===== src/rtl/reset_sequencer_pkg.sv =====
// Shared types and constant helpers for the multi-domain reset sequencer.
package reset_seq_pkg;

   typedef enum logic [2:0] {
      COLD  = 3'd0,
      WAIT  = 3'd1,
      STAGE = 3'd2,
      RUN   = 3'd3,
      FAULT = 3'd4
   } rseq_state_t;

   function automatic int clog2(input int value);
      int result;
      result = 0;
      while ((32'sd1 <<< result) < value) begin
         result = result + 1;
      end
      return result;
   endfunction

endpackage


===== src/rtl/reset_sequencer_if.sv =====
// Domain handshake bundle: ready inputs and soft restart in, resets and status out.
interface reset_sequencer_if #(parameter int NUM_CH = 4);

   logic [NUM_CH-1:0] ch_ready;
   logic              soft_rst_req;
   logic [NUM_CH-1:0] rst_out;
   logic              done;
   logic [NUM_CH-1:0] fault;
   logic [2:0]        stage;

   modport master (output ch_ready, soft_rst_req, input rst_out, done, fault, stage);
   modport slave  (input ch_ready, soft_rst_req, output rst_out, done, fault, stage);

endinterface


===== src/rtl/reset_sequencer_sync_2ff.sv =====
// Two-flop synchroniser for the asynchronous per-domain ready/lock inputs.
module sync_2ff #(
   parameter int W = 1
) (
   input  logic         clk,
   input  logic         rst_n,
   input  logic [W-1:0] d,
   output logic [W-1:0] q
);

   logic [W-1:0] meta_r;
   logic [W-1:0] sync_r;

   // Metastability filter, cleared with the synchronous reset.
   always_ff @(posedge clk) begin
      if (!rst_n) begin
         meta_r <= {W{1'b0}};
         sync_r <= {W{1'b0}};
      end else begin
         meta_r <= d;
         sync_r <= meta_r;
      end
   end

   assign q = sync_r;

endmodule


===== src/rtl/reset_sequencer.sv =====
// Releases NUM_CH reset domains in index order after a cold hold, each gated on
// its own ready, re-sequencing from the lowest domain that loses ready.
module reset_sequencer
   import reset_seq_pkg::*;
#(
   parameter int                NUM_CH       = 4,
   parameter int                HOLD_CYCLES  = 16383,
   parameter int                STAGE_CYCLES = 256,
   parameter int                TIMEOUT      = 1048575,
   parameter logic [NUM_CH-1:0] READY_USED   = {NUM_CH{1'b1}}
) (
   input logic               clk200,
   input logic               sys_rst_n,
   reset_sequencer_if.slave  bus
);

   localparam int MAX_HS  = (HOLD_CYCLES > STAGE_CYCLES) ? HOLD_CYCLES : STAGE_CYCLES;
   localparam int MAX_CNT = (MAX_HS > TIMEOUT) ? MAX_HS : TIMEOUT;
   localparam int CNT_W   = clog2(MAX_CNT);

   rseq_state_t       state_r, state_nx_s;
   logic [CNT_W-1:0]  cnt_r, cnt_nx_s;
   logic [2:0]        idx_r, idx_nx_s;
   logic [NUM_CH-1:0] rst_out_r, rst_out_nx_s;
   logic              done_r, done_nx_s;
   logic [NUM_CH-1:0] fault_r, fault_nx_s;

   logic [NUM_CH-1:0] rdy_sync_s, rdy_eff_s, idx_onehot_s;
   logic [NUM_CH-1:0] loss_vec_s, loss_mask_s;
   logic [2:0]        loss_idx_s;
   logic              rdy_idx_s;

   sync_2ff #(.W(NUM_CH)) u_rdy_sync (
      .clk   (clk200),
      .rst_n (sys_rst_n),
      .d     (bus.ch_ready),
      .q     (rdy_sync_s)
   );

   assign rdy_eff_s = rdy_sync_s | ~READY_USED;

   // Lowest released domain that lost ready, and the mask of it plus all later domains.
   always_comb begin
      loss_vec_s   = ~rst_out_r & ~rdy_eff_s;
      loss_idx_s   = 3'd0;
      loss_mask_s  = {NUM_CH{1'b0}};
      idx_onehot_s = {NUM_CH{1'b0}};
      for (int i = NUM_CH - 1; i >= 0; i--) begin
         if (loss_vec_s[i]) begin
            loss_idx_s = 3'(i);
         end else begin
            loss_idx_s = loss_idx_s;
         end
      end
      for (int i = 0; i < NUM_CH; i++) begin
         loss_mask_s[i]  = (3'(i) >= loss_idx_s);
         idx_onehot_s[i] = (3'(i) == idx_r);
      end
      rdy_idx_s = |(rdy_eff_s & idx_onehot_s);
   end

   // Next-state logic: soft restart, then ready loss, then per-state sequencing.
   always_comb begin
      state_nx_s   = state_r;
      cnt_nx_s     = cnt_r;
      idx_nx_s     = idx_r;
      rst_out_nx_s = rst_out_r;
      done_nx_s    = done_r;
      fault_nx_s   = fault_r;
      if (bus.soft_rst_req) begin
         state_nx_s   = COLD;
         cnt_nx_s     = {CNT_W{1'b0}};
         idx_nx_s     = 3'd0;
         rst_out_nx_s = {NUM_CH{1'b1}};
         done_nx_s    = 1'b0;
         fault_nx_s   = {NUM_CH{1'b0}};
      end else if ((|loss_vec_s) && (state_r != COLD)) begin
         state_nx_s   = WAIT;
         cnt_nx_s     = {CNT_W{1'b0}};
         idx_nx_s     = loss_idx_s;
         rst_out_nx_s = rst_out_r | loss_mask_s;
         done_nx_s    = 1'b0;
      end else begin
         case (state_r)
            COLD: begin
               if (cnt_r == CNT_W'(HOLD_CYCLES - 1)) begin
                  state_nx_s = WAIT;
                  cnt_nx_s   = {CNT_W{1'b0}};
               end else begin
                  cnt_nx_s = cnt_r + {{(CNT_W-1){1'b0}}, 1'b1};
               end
            end
            WAIT: begin
               if (rdy_idx_s) begin
                  state_nx_s = STAGE;
                  cnt_nx_s   = {CNT_W{1'b0}};
               end else if (cnt_r == CNT_W'(TIMEOUT - 1)) begin
                  state_nx_s = FAULT;
                  cnt_nx_s   = {CNT_W{1'b0}};
                  fault_nx_s = fault_r | idx_onehot_s;
               end else begin
                  cnt_nx_s = cnt_r + {{(CNT_W-1){1'b0}}, 1'b1};
               end
            end
            STAGE: begin
               if (!rdy_idx_s) begin
                  state_nx_s = WAIT;
                  cnt_nx_s   = {CNT_W{1'b0}};
               end else if (cnt_r == CNT_W'(STAGE_CYCLES - 1)) begin
                  rst_out_nx_s = rst_out_r & ~idx_onehot_s;
                  cnt_nx_s     = {CNT_W{1'b0}};
                  if (idx_r == 3'(NUM_CH - 1)) begin
                     state_nx_s = RUN;
                     done_nx_s  = 1'b1;
                  end else begin
                     state_nx_s = WAIT;
                     idx_nx_s   = idx_r + 3'd1;
                  end
               end else begin
                  cnt_nx_s = cnt_r + {{(CNT_W-1){1'b0}}, 1'b1};
               end
            end
            RUN:     state_nx_s = RUN;
            FAULT:   state_nx_s = FAULT;
            default: state_nx_s = COLD;
         endcase
      end
   end

   // State and output registers; sys_rst_n is sampled on clk200.
   always_ff @(posedge clk200) begin
      if (!sys_rst_n) begin
         state_r   <= COLD;
         cnt_r     <= {CNT_W{1'b0}};
         idx_r     <= 3'd0;
         rst_out_r <= {NUM_CH{1'b1}};
         done_r    <= 1'b0;
         fault_r   <= {NUM_CH{1'b0}};
      end else begin
         state_r   <= state_nx_s;
         cnt_r     <= cnt_nx_s;
         idx_r     <= idx_nx_s;
         rst_out_r <= rst_out_nx_s;
         done_r    <= done_nx_s;
         fault_r   <= fault_nx_s;
      end
   end

   assign bus.rst_out = rst_out_r;
   assign bus.done    = done_r;
   assign bus.fault   = fault_r;
   assign bus.stage   = idx_r;

endmodule

===== src/flat_wrapper.sv =====
// flat-port wrapper written by rule: the top's interface ports become plain ports
module reset_sequencer_flat import reset_seq_pkg::*;
#(
   parameter int                NUM_CH       = 4,
   parameter int                HOLD_CYCLES  = 16383,
   parameter int                STAGE_CYCLES = 256,
   parameter int                TIMEOUT      = 1048575,
   parameter logic [NUM_CH-1:0] READY_USED   = {NUM_CH{1'b1}}
)
  (clk200, sys_rst_n, bus_ch_ready, bus_soft_rst_req, bus_rst_out, bus_done, bus_fault, bus_stage);
  reset_sequencer_if #(.NUM_CH(NUM_CH)) bus_i ();
  input logic clk200;
  input logic sys_rst_n;
  input wire logic [$bits(bus_i.ch_ready)-1:0] bus_ch_ready;
  input wire logic [$bits(bus_i.soft_rst_req)-1:0] bus_soft_rst_req;
  output wire logic [$bits(bus_i.rst_out)-1:0] bus_rst_out;
  output wire logic [$bits(bus_i.done)-1:0] bus_done;
  output wire logic [$bits(bus_i.fault)-1:0] bus_fault;
  output wire logic [$bits(bus_i.stage)-1:0] bus_stage;
  assign bus_i.ch_ready = bus_ch_ready;
  assign bus_i.soft_rst_req = bus_soft_rst_req;
  assign bus_rst_out = bus_i.rst_out;
  assign bus_done = bus_i.done;
  assign bus_fault = bus_i.fault;
  assign bus_stage = bus_i.stage;
  reset_sequencer #(.NUM_CH(NUM_CH), .HOLD_CYCLES(HOLD_CYCLES), .STAGE_CYCLES(STAGE_CYCLES), .TIMEOUT(TIMEOUT), .READY_USED(READY_USED)) u_core (.clk200(clk200), .sys_rst_n(sys_rst_n), .bus(bus_i));
endmodule

===== config.mk =====
export PLATFORM = sky130hd
export DESIGN_NAME = reset_sequencer_flat
export DESIGN_NICKNAME = d
export VERILOG_FILES = /design/src/rtl/reset_sequencer_pkg.sv /design/src/rtl/reset_sequencer_if.sv /design/src/rtl/reset_sequencer_sync_2ff.sv /design/src/rtl/reset_sequencer.sv /design/src/flat_wrapper.sv
export SDC_FILE = /design/constraint.sdc
export NUM_CORES = 1
export LEC_CHECK = 0
export ABC_CLOCK_PERIOD_IN_PS = 2700
export BUFFER_PORTS_ARGS = -buffer_cell sky130_fd_sc_hd__buf_2
export CORE_MARGIN = 4
export CORE_UTILIZATION = 45
export CTS_BUF_LIST = sky130_fd_sc_hd__clkbuf_16
export DETAILED_ROUTE_END_ITERATION = 12
export GPL_ROUTABILITY_DRIVEN = 0
export SLEW_MARGIN = 5
export SYNTH_ARGS = -nofsm -noshare
export SYNTH_HDL_FRONTEND = slang
export SYNTH_SLANG_ARGS = --single-unit

===== constraint.sdc =====
create_clock -name clk200 -period 2.7 [get_ports clk200]
set_clock_uncertainty 0.05 [all_clocks]
set_input_delay 0.405 -clock clk200 [delete_from_list [all_inputs] [get_ports clk200]]
set_output_delay 0.405 -clock clk200 [all_outputs]
set_load 0.005 [all_outputs]

* Word-level counts from Yosys, hierarchy flattened
Cells that the tools add are included.
Operators by class: add/subtract/negate cells 2, multipliers 0, divide/modulo/power cells 0, magnitude comparators 4, equal/unequal tests 18, shift-type cells 0, multiplexer cells 27, bitwise logic cells 11, reductions and logical operators 18
Operators with widths (count):
- 20-bit 2-to-1 mux | 5
- 20-bit case mux with 3 select lines | 1
- 3-bit 2-to-1 mux | 13
- 20-bit by 1-bit adder with 20-bit output, second input constant | 1
- 20-bit by 14-bit equality test with 1-bit output, second input constant | 1
- 20-bit equality test, second input constant | 1
- 20-bit by 8-bit equality test with 1-bit output, second input constant | 1
- 4-bit 2-to-1 mux | 4
- 3-bit case mux with 5 select lines | 1
- 4-bit bitwise AND | 3
- 4-bit inverter | 3
- 4-bit AND reduction | 3
- 3-bit by 2-bit equality test with 1-bit output, second input constant | 3
- 3-bit AND reduction | 3
- 4-bit OR | 2
- 4-bit OR reduction | 2
- 2-bit by 3-bit equality test with 1-bit output, first input constant | 2
- 1-bit by 3-bit greater-or-equal comparator with 1-bit output, first input constant | 2
- 2-bit by 3-bit greater-or-equal comparator with 1-bit output, first input constant | 2
- 3-bit logical NOT | 2
- 3-bit by 1-bit != test with 1-bit output, second input constant | 2
- 2-bit nonzero test | 3
- 3-bit nonzero test | 2
- 2-bit 2-to-1 mux | 2
- 13 further kinds | 16
Storage, ports and cells: register bits after elaboration 43, bits in latches 0, memory bits (writable) 0, memory bits (read-only) 0, input port bits 7, output and inout bits 12, word-level logic and storage cells 89, memories 0

* Depth between registers and ports, before layout
word-level depth 9, mapped depth 9, depth with buffers taken out 8

* Cells and area by module
From an unflattened synthesis, not the netlist that was laid out.
Second synthesis, totals: cells, all modules 256, area total of the unflattened synthesis 2263.4 µm²
Modules (own cells, without submodules):
- reset_sequencer | times used 1, cells an instance 240, area each 2053.2 µm², seq. area each 700.7 µm²
- sync_2ff | times used 1, cells an instance 16, area each 210.2 µm², seq. area each 160.2 µm²

* Worst setup path after synthesis
Ideal clock, no wire load.
path kind register -> register, from register u_core.idx_r[0] (netlist: u_core.bus.stage[0]), to register u_core.cnt_r[5], setup time 0.086 ns, arrival time 2.074 ns, required time 2.564 ns, path slack 0.490 ns, cell stages (with the launch flop) 10, path buffers 1, period minus slack after synthesis 2.210 ns, path through dfxtp_1 inv_1 ha_1 a22oi_1 o211ai_2 o21ai_0 a32o_1 buf_2 o211ai_1 a211oi_1
Between the ends: cells in the longest elaborated chain, start to end 5, elaborated cells on any way between the ends 9, classes of those cells 3 x eq/ne; 3 x mux; 1 x bitwise; 2 x reduce/logical
RTL lines:
- start: declaration | line reset_sequencer.sv:23 | logic [2:0] idx_r, idx_nx_s;
- start signal: assignment | line reset_sequencer.sv:142 | idx_r <= idx_nx_s;
- 1-bit by 3-bit equality test with 1-bit output, or another cell as far along | line reset_sequencer.sv:57 | idx_onehot_s[i] = (3'(i) == idx_r);
- 4-bit bitwise AND * | line reset_sequencer.sv:59 | rdy_idx_s = |(rdy_eff_s & idx_onehot_s);
- 4-bit OR reduction * | line reset_sequencer.sv:59
- 20-bit 2-to-1 mux (on tied branches) | line reset_sequencer.sv:106, reset_sequencer.sv:94
- 20-bit case mux with 3 select lines * | line reset_sequencer.sv:84 | case (state_r)
- end signal: assignment | line reset_sequencer.sv:134 | cnt_r <= {CNT_W{1'b0}};
- end signal: assignment | line reset_sequencer.sv:141 | cnt_r <= cnt_nx_s;
- end: declaration | line reset_sequencer.sv:22 | logic [CNT_W-1:0] cnt_r, cnt_nx_s;
Mark *: on every way between the ends. The rest lies on a longest branch, timed or not. A chain may end at the register's enable or synchronous reset.

* Worst setup path in the final report
from register u_core.idx_r[0] (netlist: u_core.bus.stage[0]), to register u_core.state_r[0]
Between the ends: cells in the longest elaborated chain, start to end 6, elaborated cells on any way between the ends 13, classes of those cells 5 x eq/ne; 4 x mux; 1 x bitwise; 3 x reduce/logical
RTL lines:
- 1-bit by 3-bit equality test with 1-bit output, or another cell as far along | line reset_sequencer.sv:57
- 4-bit bitwise AND * | line reset_sequencer.sv:59
- 4-bit OR reduction * | line reset_sequencer.sv:59
- 3-bit 2-to-1 mux (on tied branches) | line reset_sequencer.sv:106, reset_sequencer.sv:94
- 3-bit case mux with 5 select lines | line reset_sequencer.sv:84
- 1-bit 2-to-1 mux | line reset_sequencer.sv:77 | end else if ((|loss_vec_s) && (state_r != COLD)) begin
- end signal: assignment | line reset_sequencer.sv:140 | state_r <= state_nx_s;
- end: declaration | line reset_sequencer.sv:21 | rseq_state_t state_r, state_nx_s;
Marked as above.

==> out/results.tsv <==
stage	metric	value	unit
status	outcome	complete, no violations	
floorplanning	dieArea	6540	um2
floorplanning	core-area	5140	um2
sta	fin_crit	2.49	ns
grt	gr-max-usage-layer	met1	
final_layout	antenna_cells	0	
power_and_ir_drop	combPwrFrac	3.0	%
sta	hold_slack	0.273	ns
place	dpl.hpwl	4.11	mm
setup_path	worstSetupEndpointType	register	
routing	drcViolationCount	0	
run	max_cap_viol_count	0	
synth	syn_area	2390	um2
power_and_ir_drop	clkPwrFrac	46.4	%
sta	max_freq	402	MHz
synth	synth-edff-count	0	
synth	synth-async-reset-ratio	0	%
grt	grt_pass1_vias	2022	
sta	finalMaxSlewViolations	0	
setup_path	slowest_delay	0.42	ns
clocking	postCtsSetupBuffers	0	
setup_path	path_buf_inv	2	
clocking	htreeDepth	2	
power_and_ir_drop	pwr-share-seq	50.6	%
synth	yosysTopAreaCellShare	36.0	%
floorplanning	die_width	80.9	um
synth	synth_seq_area_share	36.0	%
grt	grt.overflow.total	0	
grt	grt_usage	19.7	%
final_layout	fillers	514	
synth	synth_top_area_cell	dfxtp_1	
power_and_ir_drop	power.density	456	nW/um2
grt	antenna_found_initial	0	
power_and_ir_drop	p_switching	281	uW
routing	wirelength	5.83	mm
routing	wire_per_inst	14.9	um
clocking	cts_buffers	5	
setup_path	worstSetupPathType	register to register	
hold_path	hold_class	primary input to register	
sta	setup_viol	0	
grt	grt_max_degree	24	
synth	yosys_warnings	0	
power_and_ir_drop	p_sw_share	22.0	%
setup_path	worstPathCellList	inv_1, ha_1, a22oi_1, o211ai_2, nor3b_2, buf_4, a32oi_4, nor3_1, a311oi_2	
floorplanning	dieHeight	80.9	um
setup_path	crit_fanout	13	
synth	syn_avg_cell_area	8.18	um2
grt	met3_usage	4.32	%
synth	ys_seq_elements	43	
setup_path	start_kind	register	
clocking	cts_tree	yes	
final_layout	fin_nets	335	
synth	syn_inst	292	
power_and_ir_drop	p_int	997	uW
setup_path	cpLargestDelayFamily	compound AO/OA/AOI/OAI gates	
power_and_ir_drop	leakage	0.00104	uW
clocking	clock_latency	0.28	ns
setup_path	cp.required	2.83	ns
floorplanning	io-pin-count	19	
final_layout	area_growth	17.3	%
synth	synth.most_common_cell	dfxtp_1	
routing	ant_nets	0	
synth	synth.area.top_cells	dfxtp_1, nand2_1, a21oi_1	
synth	ys_types	58	
clocking	cts-root-buf	clkbuf_16	
routing	firstDrtPassIters	4	
routing	drt_iter0_markers	320	
clocking	cts.sinks	43	
grt	grt_first_pass_wirelength	10.1	mm
place	port-buffer-count	18	
synth	yosys-top-cells-count	dfxtp_1, nand2_1, a21oi_1	
final_layout	drive_gt1_share	19.3	%
sta	relSlewSlack	56.6	%
synth	yosys_most_used_dff	dfxtp_1	
sta	hold_violations	0	
setup_path	critical_path_arrival	2.62	ns
power_and_ir_drop	max-vdd-ir-drop	0.000334	V
grt	met1_usage	29.4	%
setup_path	critPathSlowestCell	a32oi_4	
floorplanning	rows	26	
routing	vias	2281	
sta	setup-tns-final	0	ns
routing	via_per_inst	5.82	
grt	use_met2	28.6	%
floorplanning	start_util	46.5	%
sta	rsz0062_at_grt	no	
synth	syn_nets	306	
sta	post-route-period-util	92.1	%
sta	tightest_slew	0.651	ns
clocking	clockBufferDepth	2	
clocking	clk_pin_slew	0.06	ns
metal layers:
metal,vias to the layer above,wire (um)
li1,1155,-
met2,56,2530
met3,7,258
met1,1063,2980
met4,0,61
met5,-,0
power by group through the flow:
stage | Combinational [uW] | Clock, uW | Sequential [uW]
after floorplan | 22.9 | 0 | 659
after global placement | 38.1 | 0 | 661
after detailed placement | 38.5 | 0 | 661
after CTS | 38.5 | 607 | 646
after global routing | 43.8 | 634 | 647
final | 38.8 | 593 | 646
final timing paths:
kind,from,to,slack [ns],cells after the start
hold reg to reg,u_core.u_rdy_sync.meta_r[2]$_SDFF_PN0_,u_core.u_rdy_sync.q[2]$_SDFF_PN0_,0.38,1
setup / recovery,u_core.bus.stage[0]$_SDFFE_PP0P_,u_core.state_r[0]$_SDFFE_PP0P_,0.21,9
setup reg to reg,u_core.bus.stage[0]$_SDFFE_PP0P_,u_core.state_r[0]$_SDFFE_PP0P_,0.21,9
hold / removal,bus_ch_ready[3],u_core.u_rdy_sync.meta_r[3]$_SDFF_PN0_,0.27,2
cell usage in the layout (no fill, tap or decap), types with 9 or more instances in the layout:
master,count
nor3_1,11
buf_4,20
nand3_1,16
a21oi_1,22
nor2_1,21
buf_2,18
nand2_1,33
dfxtp_1,43
and2_1,11
nand4_1,9
metrics by stage:
step | power (uW) | utilization [%] | setup slack [ns] | area, um2 | cells
after CTS | 1290 | 54.4 | 0.126 | 2790 | 392
final | 1280 | 54.5 | 0.214 | 2800 | 392
after global placement | 699 | 51.5 | 0.191 | 2650 | 384
after detailed placement | 699 | 51.5 | 0.151 | 2650 | 384
after floorplan | 682 | - | 0.490 | 2390 | 292
after global routing | 1320 | 54.5 | 0.00817 | 2800 | 392
flip-flops by register name (all words and copies together), names as in the netlist:
name / cells
u_core.bus.rst_out: 4
u_core.cnt_r: 20
u_core.bus.done: 1
u_core.bus.fault: 4
u_core.u_rdy_sync.meta_r: 4
u_core.bus.stage: 3
u_core.state_r: 3
u_core.u_rdy_sync.q: 4
area by class of cell:
class                      count  area [um2]  area share [%]
inverter                       5        18.8           0.670
tap                           70        87.6            3.13
clock inverter                 3        20.0           0.715
multi-input combinational    228        1450            51.7
sequential                    43         861            30.7
clock buffer                   5         125            4.47
timing repair buffer          38         240            8.58
cells by family (layout without fill, tap and decap cells):
logic type               count (synthesis)  after routing  synth area share (%)
AO/OA/AOI/OAI                           75             75                  23.0
flip-flops                              43             43                  36.0
adder cells (fa/ha/maj)                  7              7                  3.67
XOR/XNOR                                 2              2                 0.734
multiplexers                             1              1                 0.419
AND/OR/NAND/NOR                        143            143                  32.3
buffers and inverters                   21             51                  3.88
what timing repair did:
| item | CTS | global route |
|---|---|---|
| endpoints found under the setup margin | 0 | 4 |
| gates resized for setup | 0 | 2 |
| hold buffers | 0 | 0 |
| hold endpoints to repair | 0 | 0 |
(Power assumes the default switching activity.)
